$ cat config.mk
export PLATFORM = sky130hd
export DESIGN_NAME = xy_switch_arbiter_flat
export DESIGN_NICKNAME = d
export VERILOG_FILES = /design/src/rtl/xy_switch_arbiter_if.sv /design/src/rtl/xy_switch_arbiter.sv /design/src/flat_wrapper.sv
export SDC_FILE = /design/constraint.sdc
export NUM_CORES = 1
export LEC_CHECK = 0
export BUFFER_PORTS_ARGS = -buffer_cell sky130_fd_sc_hd__buf_4
export CORE_MARGIN = 2
export CORE_UTILIZATION = 25
export DETAILED_ROUTE_END_ITERATION = 16
export PLACE_DENSITY = 0.44
export REMOVE_ABC_BUFFERS = 1
export SLEW_MARGIN = 20
export SYNTH_ARGS = -nofsm -noshare
export SYNTH_HDL_FRONTEND = slang
export SYNTH_SLANG_ARGS = --single-unit
$ cat constraint.sdc
create_clock -name clock -period 10.5 [get_ports clock]
set_input_delay 0 -clock clock [delete_from_list [all_inputs] [get_ports clock]]
set_output_delay 0 -clock clock [all_outputs]
set_load 0.05 [all_outputs]
$ cat src/rtl/xy_switch_arbiter_if.sv
// Request/grant and crossbar-select signals between the router ports
// and the XY switch arbiter.
interface xy_switch_arbiter_if #(
    parameter int NPORT     = 5,
    parameter int FLIT_SIZE = 16
);
    localparam int METADEFLIT = FLIT_SIZE / 2;

    logic [METADEFLIT-1:0]           address;
    logic [NPORT-1:0]                h;
    logic [NPORT-1:0][FLIT_SIZE-1:0] data;
    logic [NPORT-1:0]                sender;
    logic [NPORT-1:0]                ack_h;
    logic [NPORT-1:0]                free;
    logic [NPORT-1:0][2:0]           mux_in;
    logic [NPORT-1:0][2:0]           mux_out;

    modport master (
        output address, h, data, sender,
        input  ack_h, free, mux_in, mux_out
    );

    modport slave (
        input  address, h, data, sender,
        output ack_h, free, mux_in, mux_out
    );
endinterface

$ cat src/rtl/xy_switch_arbiter.sv
// Round-robin header arbiter with XY routing for a 5-port mesh router;
// allocates crossbar outputs and frees them when a packet stops streaming.
module xy_switch_arbiter #(
    parameter int NPORT     = 5,
    parameter int FLIT_SIZE = 16
) (
    input logic                clock,
    input logic                reset,
    xy_switch_arbiter_if.slave bus
);
    localparam int METADEFLIT = FLIT_SIZE / 2;
    localparam int QUARTOFLIT = FLIT_SIZE / 4;

    localparam logic [2:0] EAST  = 3'd0;
    localparam logic [2:0] WEST  = 3'd1;
    localparam logic [2:0] NORTH = 3'd2;
    localparam logic [2:0] SOUTH = 3'd3;
    localparam logic [2:0] LOCAL = 3'd4;

    typedef enum logic [1:0] {IDLE, ARB, ROUTE, GRANT} state_e;

    state_e                state_q, state_d;
    logic [2:0]            ptr_q, ptr_d;
    logic [2:0]            dir_q, dir_d;
    logic [NPORT-1:0]      ack_q, ack_d;
    logic [NPORT-1:0]      free_q, free_d;
    logic [NPORT-1:0]      conn_q, conn_d;
    logic [NPORT-1:0]      sender_q, sender_d;
    logic [NPORT-1:0][2:0] mux_in_q, mux_in_d;
    logic [NPORT-1:0][2:0] mux_out_q, mux_out_d;

    logic [FLIT_SIZE-1:0]  flit;
    logic [QUARTOFLIT-1:0] tx, ty, lx, ly;
    logic [2:0]            route;
    logic [2:0]            rr_sel;
    logic [2:0]            rr_cand;
    logic                  rr_hit;

    assign flit = bus.data[ptr_q];
    assign tx   = flit[METADEFLIT-1:QUARTOFLIT];
    assign ty   = flit[QUARTOFLIT-1:0];
    assign lx   = bus.address[METADEFLIT-1:QUARTOFLIT];
    assign ly   = bus.address[QUARTOFLIT-1:0];

    // X is resolved before Y
    always_comb begin
        route = SOUTH;
        if (tx == lx && ty == ly) route = LOCAL;
        else if (lx < tx)         route = EAST;
        else if (lx > tx)         route = WEST;
        else if (ly < ty)         route = NORTH;
    end

    always_comb begin
        rr_hit  = 1'b0;
        rr_sel  = ptr_q;
        rr_cand = ptr_q;
        for (int k = 1; k <= NPORT; k++) begin
            rr_cand = 3'((int'(ptr_q) + k) % NPORT);
            if (!rr_hit && bus.h[rr_cand]) begin
                rr_hit = 1'b1;
                rr_sel = rr_cand;
            end
        end
    end

    always_comb begin
        state_d   = state_q;
        ptr_d     = ptr_q;
        dir_d     = dir_q;
        ack_d     = '0;
        free_d    = free_q;
        conn_d    = conn_q;
        mux_in_d  = mux_in_q;
        mux_out_d = mux_out_q;
        sender_d  = bus.sender;

        unique case (state_q)
            IDLE: begin
                if (|bus.h) state_d = ARB;
            end
            ARB: begin
                if (rr_hit) begin
                    ptr_d   = rr_sel;
                    state_d = ROUTE;
                end else begin
                    state_d = IDLE;
                end
            end
            ROUTE: begin
                dir_d   = route;
                state_d = GRANT;
            end
            GRANT: begin
                if (free_q[dir_q] && bus.h[ptr_q]) begin
                    ack_d[ptr_q]     = 1'b1;
                    free_d[dir_q]    = 1'b0;
                    mux_in_d[ptr_q]  = dir_q;
                    mux_out_d[dir_q] = ptr_q;
                    conn_d[ptr_q]    = 1'b1;
                end
                state_d = IDLE;
            end
            default: state_d = IDLE;
        endcase

        // grant looked at pre-release free, so a same-cycle release still lands
        for (int i = 0; i < NPORT; i++) begin
            if (conn_q[i] && sender_q[i] && !bus.sender[i]) begin
                free_d[mux_in_q[i]] = 1'b1;
                conn_d[i]           = 1'b0;
            end
        end
    end

    always_ff @(posedge clock or posedge reset) begin
        if (reset) begin
            state_q   <= IDLE;
            ptr_q     <= LOCAL;
            dir_q     <= EAST;
            ack_q     <= '0;
            free_q    <= '1;
            conn_q    <= '0;
            sender_q  <= '0;
            mux_in_q  <= '0;
            mux_out_q <= '0;
        end else begin
            state_q   <= state_d;
            ptr_q     <= ptr_d;
            dir_q     <= dir_d;
            ack_q     <= ack_d;
            free_q    <= free_d;
            conn_q    <= conn_d;
            sender_q  <= sender_d;
            mux_in_q  <= mux_in_d;
            mux_out_q <= mux_out_d;
        end
    end

    assign bus.ack_h   = ack_q;
    assign bus.free    = free_q;
    assign bus.mux_in  = mux_in_q;
    assign bus.mux_out = mux_out_q;
endmodule

$ cat src/flat_wrapper.sv
// flat-port wrapper written by rule: the top's interface ports become plain ports
module xy_switch_arbiter_flat 
#(
    parameter int NPORT     = 5,
    parameter int FLIT_SIZE = 16
)
  (clock, reset, bus_address, bus_h, bus_data, bus_sender, bus_ack_h, bus_free, bus_mux_in, bus_mux_out);
  xy_switch_arbiter_if #(.NPORT(NPORT), .FLIT_SIZE(FLIT_SIZE)) bus_i ();
  input logic clock;
  input logic reset;
  input wire logic [$bits(bus_i.address)-1:0] bus_address;
  input wire logic [$bits(bus_i.h)-1:0] bus_h;
  input wire logic [$bits(bus_i.data)-1:0] bus_data;
  input wire logic [$bits(bus_i.sender)-1:0] bus_sender;
  output wire logic [$bits(bus_i.ack_h)-1:0] bus_ack_h;
  output wire logic [$bits(bus_i.free)-1:0] bus_free;
  output wire logic [$bits(bus_i.mux_in)-1:0] bus_mux_in;
  output wire logic [$bits(bus_i.mux_out)-1:0] bus_mux_out;
  assign bus_i.address = bus_address;
  assign bus_i.h = bus_h;
  assign bus_i.data = bus_data;
  assign bus_i.sender = bus_sender;
  assign bus_ack_h = bus_i.ack_h;
  assign bus_free = bus_i.free;
  assign bus_mux_in = bus_i.mux_in;
  assign bus_mux_out = bus_i.mux_out;
  xy_switch_arbiter #(.NPORT(NPORT), .FLIT_SIZE(FLIT_SIZE)) u_core (.clock(clock), .reset(reset), .bus(bus_i));
endmodule
Yosys cells after proc, flatten, opt, wreduce, memory -nomap -nowiden
Cells that the tools add are included.
{ "word_totals": {"register_bits": 58, "output_inout_bits": 40, "input_bits": 100, "wordCells": 188} }
{ "op_classes": {"reduce_logical": 52, "n_eq_ne": 6, "bitwise_logic": 8, "n_addsub": 5, "n_mux": 69, "n_lt_le_gt_ge": 22, "div": 5} }
{ "ops": {"columns": ["cell", "n"], "rows": [
  ["modulo 32 x 4 -> 32 bit, second input constant", 5],
  ["2-to-1 mux 5 bit", 11],
  ["binary-select mux 16 bit (select 3 bit)", 1],
  ["< comparator 3 x 4 -> 1 bit, second input constant", 12],
  ["bitwise mux 15 bit", 2],
  ["2-to-1 mux 3 bit", 10],
  ["bitwise OR 5 bit", 6],
  ["2-to-1 mux 1 bit", 25],
  ["logical AND 1 bit", 23],
  ["binary-select mux 1 bit (select 3 bit)", 7],
  ["demux 1 bit (select 3 bit)", 7],
  ["greater-or-equal comparator 3 x 1 -> 1 bit, second input constant", 7],
  ["nonzero test 2 bit", 10],
  ["demux 3 bit (select 3 bit)", 2],
  ["AND reduction 2 bit", 6],
  ["zero test 1 bit", 9],
  ["adder 3 x 2 -> 4 bit, second input constant", 2],
  ["adder 3 x 3 -> 4 bit, second input constant", 2],
  ["== test 4 bit", 2],
  ["< comparator 4 bit", 2],
  ["2-to-1 mux 8 bit", 1],
  ["case mux 2 bit (4 select lines)", 1],
  ["AND 5 bit", 1],
  ["NOT 5 bit", 1],
  ["10 further kinds", 12]
]} }

Longest topological paths before layout
Gate-level depths: netlist (run 1).
{ "depth": {"ltp_word": 19, "depth_mapped": 21, "depth_no_buf": 18} }

Worst setup path after synthesis (run 1)
Ideal clock, no wire load.
{ "synth_path": {"kind": "register to register", "start": "register u_core.ptr_q[0]", "end": "register u_core.ptr_q[2]", "stages_incl_launch_ff": 22, "required_time_ps": 10422, "setup_slack_ps": 5738, "arrival_ps": 4684, "synth_period_minus_slack_ps": 4762, "cell_sequence": "dfrtp_1 > buf_4 > buf_4 > inv_1 > clkbuf_1 > ha_1 > ha_1 > nor2_1 > a21oi_1 > xnor2_1 > ha_1 > inv_1 > a2bb2oi_1 > a22o_1 > and3b_1 > a2111oi_1 > or2_1 > buf_6 > nor3_4 > a31oi_2 > mux2_1 > a31o_1"} }
{ "synth_between": {"elab_chain_cells": 18, "elab_cells_between_ends": 40} }
{ "synth_rtl": {"columns": ["item", "line", "rtl"], "rows": [
  ["start, declared", "xy_switch_arbiter.sv:23", "logic [2:0] ptr_q, ptr_d;"],
  ["start signal, assigned", "xy_switch_arbiter.sv:129", "ptr_q <= ptr_d;"],
  ["adder 3 x 1 -> 4 bit", "xy_switch_arbiter.sv:59", "rr_cand = 3'((int'(ptr_q) + k) % NPORT);"],
  ["modulo 32 x 4 -> 32 bit", "xy_switch_arbiter.sv:59", null],
  ["binary-select mux 1 bit (select 3 bit)", "xy_switch_arbiter.sv:60", "if (!rr_hit && bus.h[rr_cand]) begin"],
  ["2-to-1 mux 1 bit (not written as such)", "xy_switch_arbiter.sv:60", null],
  ["2-to-1 mux 1 bit", "xy_switch_arbiter.sv:60", null],
  ["zero test 1 bit", "xy_switch_arbiter.sv:60", null],
  ["logical AND 1 bit", "xy_switch_arbiter.sv:60", null],
  ["2-to-1 mux 1 bit", "xy_switch_arbiter.sv:60", null],
  ["[2 not listed]", null, null],
  ["2-to-1 mux 1 bit", "xy_switch_arbiter.sv:60", null],
  ["zero test 1 bit", "xy_switch_arbiter.sv:60", null],
  ["logical AND 1 bit", "xy_switch_arbiter.sv:60", null],
  ["2-to-1 mux 1 bit", "xy_switch_arbiter.sv:60", null],
  ["zero test 1 bit", "xy_switch_arbiter.sv:60", null],
  ["logical AND 1 bit", "xy_switch_arbiter.sv:60", null],
  ["nonzero test 5 bit (no line) / 2-to-1 mux 1 bit (equally long branches)", null, null],
  ["AND reduction 3 bit (no line)", null, null]
]} }
Several ways; a longest one is shown, not always the timed one. The select of a mux whose other input is x is not followed.
A chain may end at the register's enable or synchronous reset.

Worst setup path after layout (run 1)
Ends and elaborated chain as after synthesis.

==> results of run 1 <==
[cells by family after synthesis]
| group | synth area share (%) |
|---|---|
| DFF | 29.5 |
| adders and majority gates | 8.62 |
| xor gates and xnor gates | 2.28 |
| buffers and inverters | 4.97 |
| AOI/OAI and AO/OA | 22.8 |
| muxes | 12.1 |
| and+or+nand+nor | 19.7 |
[final cells by class]
cell class	count	area, um2	area share [%]
multi-input cells	442	3230	52.0
flip-flops and latches	58	1460	23.5
repair buffers	109	833	13.4
well taps	265	332	5.34
clock buffers	10	229	3.69
inverters	25	93.8	1.51
clock inverters	5	32.5	0.524
[tightest hold or removal path, stage by stage]
cell     delay (ns)
buf_4          0.15
nor2_1         0.06
a21oi_1        0.11
[final timing paths]
path,start,to,slack (ns),depth (start not counted)
max,u_core.ptr_q[0],u_core.ptr_q[2],5.16,17
min,bus_h[4],u_core.state_q[0],0.04,3
max reg2reg,u_core.ptr_q[0],u_core.ptr_q[2],5.16,17
min reg2reg,u_core.state_q[0],u_core.state_q[0],0.46,1
max in group asynchronous,reset,u_core.ptr_q[0],9.51,4
min in group asynchronous,reset,u_core.bus.mux_out[12],0.43,4
[power breakdown]
part | leakage, nW | total, mW | switching, mW | internal, mW
logic | 1.87 | 1.65 | 1.01 | 0.640
registers | 0.746 | 0.368 | 0.0725 | 0.296
clock network | 0.120 | 0.257 | 0.101 | 0.157
[metal layers]
layer	track usage [%]	routed length, um	vias to the layer above
li1	-	-	2249
met1	18.4	6800	2231
met2	24.8	7230	95
met3	2.02	596	10
met4	3.22	121	0
met5	0	0	-
[state kept, by name, summed over array words and instances (netlist names), named ones only]
signal / flops
u_core.bus.mux_in: 15
u_core.bus.free: 5
u_core.bus.ack_h: 5
u_core.state_q: 1
u_core.ptr_q: 3
u_core.bus.mux_out: 15
u_core.dir_q: 3
u_core.conn_q: 5
u_core.sender_q: 5
[through the flow]
| step | util (%) | hold slack, ns | setup slack (ns) | area (um2) | total power, mW |
|---|---|---|---|---|---|
| 2_1_floorplan | - | 0.0314 | 4.67 | 4790 | 1.61 |
| 3_3_place_gp | 30.4 | 0.116 | 5.29 | 5890 | 1.99 |
| 3_5_place_dp | 30.4 | 0.118 | 5.20 | 5890 | 2.02 |
| 4_1_cts | 32.0 | 0.0216 | 5.18 | 6210 | 2.29 |
| 5_1_grt | 32.0 | 0.0379 | 4.80 | 6210 | 2.48 |
| 6_report | 32.0 | 0.0355 | 5.16 | 6210 | 2.28 |
[what timing repair did]
action / 4_1_cts / 5_1_grt
gates resized for setup: 0 / 0
hold endpoints to repair: 58 / 0
hold buffers: 6 / 0
[layout by cell type, fill, tap and decap left out, drive strengths merged, types with 10 or more instances in the layout]
master	instances
a211oi	15
a21oi	25
buf	103
clkbuf	10
dfrtp	52
ha	34
inv	25
mux2	34
mux2i	19
nand2	44
nand2b	15
nand3	12
nor2	40
nor3	13
o21ai	47
xnor2	10
==> out/qor.yml, run 1 <==
outcome: "completed"
drv_cap: 0
synth_cell_type_count: 79
n_fill_cell: 2067
area_growth_pct: 25.8
synthTopCellsByCount: "dfrtp_1, nand2_1, o21ai_0, nor2_1, ha_1"
postRouteAntennaNets: 0
die_area_um2: 20900
dr.pass1.iters: 4
fin_cells: 914
path_clk_slew_ns: 0.05
yosysSeqAreaShare_pct: 29.5
min_period_ns: 5.34
diodes: 0
layout-drive-gt1-share_pct: 27.1
p_leak_nw: 2.73
synth_area_leaders: "dfrtp_1, ha_1, mux2_2, o21ai_0, mux2i_1"
start_util_pct: 25.5
p_per_area_nw_per_um2: 367
die_w_um: 145
wl_per_cell_um: 16.1
cp_cell_sequence: "inv_1, ha_1, ha_1, nor2_1, a21oi_1, xnor2_1, ha_1, inv_1, a2bb2oi_1, a22o_1, and3b_1, a2111oi_1, or2_1, nor3_4, a31oi_2, mux2_1, a31o_1"
timing.final.crit_share_pct: 50.8
cp-start-kind: "flop"
finalHoldViolations: 0
syn-cell-area_um2: 4940
cp.arrival_ns: 5.60
drv_slew: 0
worstMarginPinSlew_ns: 1.04
num_rows: 51
tns_ns: 0
via_count: 4585
overflow: 0
relSlewSlack_pct: 29.8
holdCritPathClass: "in -> reg"
nets: 779
yosys_warnings: 0
ys_seq_elements: 58
criticalPathCategory: "reg -> reg"
ir_worst_vdd_mv: 0.103
crit_path_frequent_cell: "ha_1"
dp.cells: 893
grt_pass1_wl_um: 23500
worst-path-buf-inv: 2
hpwl_um: 11000
finClkSkew_ns: 0.00869
gp_congestion: 0.815
synth_most_common_cell: "dfrtp_1"
setup_violations: 0
slowest_delay_ns: 0.60
via_per_inst: 5.02
cp_slowest_cell: "ha_1"
grt_antenna_before_repair: 0
syn_inst: 557
rsz0062_at_grt: "no"
synth_flop_cell: "dfrtp_1"
postCtsSetupBuffers: 0
worstPathMaxFanout: 22
drt-total-wl_um: 14800
synth-edff-count: 0
drc: 0
io_pins: 140
crit_required_ns: 10.76
avgSynthCellArea_um2: 8.86
synth_top_area_share_pct: 26.4
drt_iter0_drc: 193
async_flop_share_pct: 100
grt_pass1_vias: 4611
yosys.area.top_type: "dfrtp_1"
clock-root-buffer: "clkbuf_16"
grt_max_degree: 61
design.core.area_um2: 19400
cts_buffers: 9
fmax_mhz: 187
grt_usage_pct: 14.2
cts_buffer_depth: 2
cts.sinks: 58
clk-insertion-delay-late_ns: 0.33
crit_family: "compound AO/OA/AOI/OAI gates"
cts_tree: "yes"
portBuffers: 99
die_y_um: 145
end_kind: "flop"
htreeDepth: 3
(Power assumes the default switching activity.)
==> run 2, diff against run 1 <==
--- a/config.mk
+++ b/config.mk
@@ -5,11 +5,12 @@
 export SDC_FILE = /design/constraint.sdc
 export NUM_CORES = 1
 export LEC_CHECK = 0
+export ABC_AREA = 1
 export BUFFER_PORTS_ARGS = -buffer_cell sky130_fd_sc_hd__buf_4
 export CORE_MARGIN = 2
 export CORE_UTILIZATION = 25
 export DETAILED_ROUTE_END_ITERATION = 16
-export PLACE_DENSITY = 0.44
+export PLACE_DENSITY = 0.46
 export REMOVE_ABC_BUFFERS = 1
 export SLEW_MARGIN = 20
 export SYNTH_ARGS = -nofsm -noshare
==> constraint.sdc (replaced) <==
create_clock -name clock -period 4.7 [get_ports clock]
set_input_delay 0 -clock clock [delete_from_list [all_inputs] [get_ports clock]]
set_output_delay 0 -clock clock [all_outputs]
set_load 0.05 [all_outputs]
==> out/qor.yml, run 2 <==
outcome: "completed"
cts_buffers: 9  # unchanged
synth_fa_ha_area_share_pct: 9.23  # +0.61 points
wl_per_cell_um: 14.3  # -11%
dr.pass1.iters: 5  # +1
timing.final.crit_share_pct: 81.5  # +31 points
synth_flop_cell: "dfrtp_1"
gp_congestion: 0.825  # +1.3%
cts_tree: "yes"
cts_buffer_depth: 2  # unchanged
clk-insertion-delay-late_ns: 0.33  # about the same
r2r-start: "u_core.ptr_q[2]"
grt_max_degree: 59  # -3.3%
end_kind: "flop"
start_util_pct: 25.6  # +0.12 points
finalInstanceArea_um2: 5960  # -4.1%
crit_path_frequent_cell: "nand2_1"
crit_required_ns: 4.91  # -5.85 ns
cts_hold_buf: 8  # +2
hpwl_um: 10900  # -0.98%
postRouteAntennaNets: 0  # unchanged
drc: 0  # unchanged
final_cell_mix: "nand2_1, buf_4, inv_1"
regToRegEndpoint: "u_core.ptr_q[0]"
r2r_slack_ns: 0.87  # -4.30 ns
die_y_um: 140  # -3.3%
drt_iter0_drc: 243  # +26%
criticalPathCategory: "reg -> reg"
synth_xor_area_share_pct: 0.380  # -1.9 points
design.core.area_um2: 18000  # -7.1%
setup_slack_ns: 0.867  # -4.30 ns
cts.sinks: 58  # unchanged
htreeDepth: 3  # unchanged
dpl-instance-area_um2: 5620  # -4.6%
area_growth_pct: 29.2
synth_cell_type_count: 44  # -44%
holdCritPathClass: "in -> reg"
ys_seq_elements: 58  # unchanged
cp_slowest_cell: "dfstp_2"
layout-drive-gt1-share_pct: 22.5  # -4.7 points
clock-root-buffer: "clkbuf_16"
synthTopCellsByCount: "nand2_1, inv_1, o21ai_0, nand3_1, nor2_1"
synth_top_area_share_pct: 28.2  # +1.9 points
wl_met1_um: 6910  # +1.5%
endpoint: "u_core.ptr_q[0]"
synth_area_leaders: "dfrtp_1, nand2_1, ha_1, inv_1, o21ai_0"
syn-cell-area_um2: 4610  # -6.6%
setup_violations: 0  # unchanged
drt-total-wl_um: 14300  # -3.3%
relSlewSlack_pct: 49.8  # +20 points
min_from: "bus_address[3]"
muxShareOfSynthArea_pct: 0  # -12 points
via_count: 4638  # +1.2%
worstPathMaxFanout: 13  # -41%
yosys_warnings: 0  # unchanged
diodes: 0  # unchanged
slowest_delay_ns: 0.68  # +0.08 ns
num_rows: 49  # -3.9%
grt_pass1_vias: 4582  # -0.63%
reg2regPathDepth: 25  # +8
fin_cells: 995  # +8.9%
grt_pass1_wl_um: 23500  # about the same
finClkSkew_ns: 0.00867  # -0.0000249 ns
die_area_um2: 19500  # -6.5%
drv_slew: 0  # unchanged
highest_layer: "met4"
wl_met3_um: 556  # -6.7%
via_per_inst: 4.66  # -7.1%
path_clk_slew_ns: 0.05  # about the same
synth-edff-count: 0  # unchanged
syn_inst: 649  # +17%
grt_usage_pct: 15.0  # +0.80 points
async_flop_share_pct: 100  # unchanged
postCtsSetupBuffers: 0  # unchanged
finalHoldViolations: 0  # unchanged
cts_resized: 0  # unchanged
min_period_ns: 3.83  # -1.50 ns
cp.arrival_ns: 4.05  # -1.55 ns
grt_antenna_before_repair: 0  # unchanged
dp_slack_ns: 0.876  # -4.33 ns
synth_most_common_cell: "nand2_1"
fmax_mhz: 261  # +39%
rsz0062_at_grt: "no"
wl_met2_um: 6670  # -7.7%
overflow: 0  # unchanged
avgSynthCellArea_um2: 7.10  # -20%
n_fill_cell: 2027  # -1.9%
worstMarginPinSlew_ns: 0.753  # -0.290 ns
yosys.area.top_type: "dfrtp_1"
yosysSeqAreaShare_pct: 31.7  # +2.1 points
drv_cap: 0  # unchanged
die_w_um: 140  # -3.3%
nets: 895  # +15%
io_pins: 140  # unchanged
portBuffers: 99  # unchanged
yosys.area_share.simple_pct: 34.5  # +15 points
final_common_cell: "nand2_1"
cp-start-kind: "flop"
tns_ns: 0  # unchanged
synth_top_family_by_area: "simple AND/OR/NAND/NOR gates"
dp.cells: 971  # +8.7%
synth_compound_area_share_pct: 15.5  # -7.3 points
startpoint: "u_core.ptr_q[2]"
run 2: cell types whose count changed in the layout (fill, tap and decap cells not counted), sizes merged, moves of 10 or more:
cell / delta
nand2b: -15
nand2: +139
mux2i: -19
o21ai: +21
a21oi: -13
a211oi: -15
mux2: -34
inv: +64
nand4: +18
nor2: +16
xnor2: -10
nand3: +48
run 2: area by class of cell:
type / instances / area (um2) / share of cell area [%]
tap: 229 / 287 / 4.81
sequential: 58 / 1460 / 24.5
multi-input combinational: 489 / 2750 / 46.1
timing repair buffer: 114 / 876 / 14.7
clock inverter: 4 / 20.0 / 0.336
inverter: 89 / 334 / 5.61
clock buffer: 12 / 236 / 3.97
run 2: worst min path at each step:
| stage | slack (ns) | depth (start not counted) | to |
|---|---|---|---|
| 6_report | 0.1 | 4 | u_core.dir_q[0] |
| 5_1_grt | 0.11 | 4 | u_core.dir_q[0] |
| 4_1_cts | 0.09 | 4 | u_core.dir_q[0] |
| 3_5_place_dp | 0.12 | 1 | u_core.sender_q[1] |
| 3_3_place_gp | 0.12 | 1 | u_core.sender_q[4] |
| 2_1_floorplan | 0.03 | 0 | u_core.sender_q[0] |
run 2: metrics by stage:
step	util (%)	hold WS, ns
after floorplan	-	0.0314
after global placement	31.2	0.120
after detailed placement	31.2	0.123
after CTS	33.0	0.0929
after global routing	33.0	0.114
final	33.0	0.0976
run 2: metal layers:
layer | vias up | GRT usage [%]
met3 | 9 | 2.92
met1 | 2117 | 20.0
met4 | 0 | 2.74
li1 | 2408 | -
met2 | 104 | 25.4
met5 | - | 0
run 2: worst max-delay path, delay by kind of cell, from the launching register on:
kind / cells / cell delay [ns]
and+or+nand+nor: 18 / 1.87
adders and majority gates: 2 / 0.61
DFF: 1 / 0.68
buffers and inverters: 4 / 0.39
AOI/OAI and AO/OA: 1 / 0.16
run 2: kinds of logic after synthesis:
kind of cell,after synthesis
AND/OR/NAND/NOR,339
XOR/XNOR,2
adder cells (fa/ha/maj),34
AO/OA/AOI/OAI,114
buffers and inverters,102
flip-flops,58
Power of run 2 is left out: the tool's default activity adds up to more than one toggle a clock period on the data nets, which glitch-free logic cannot reach.
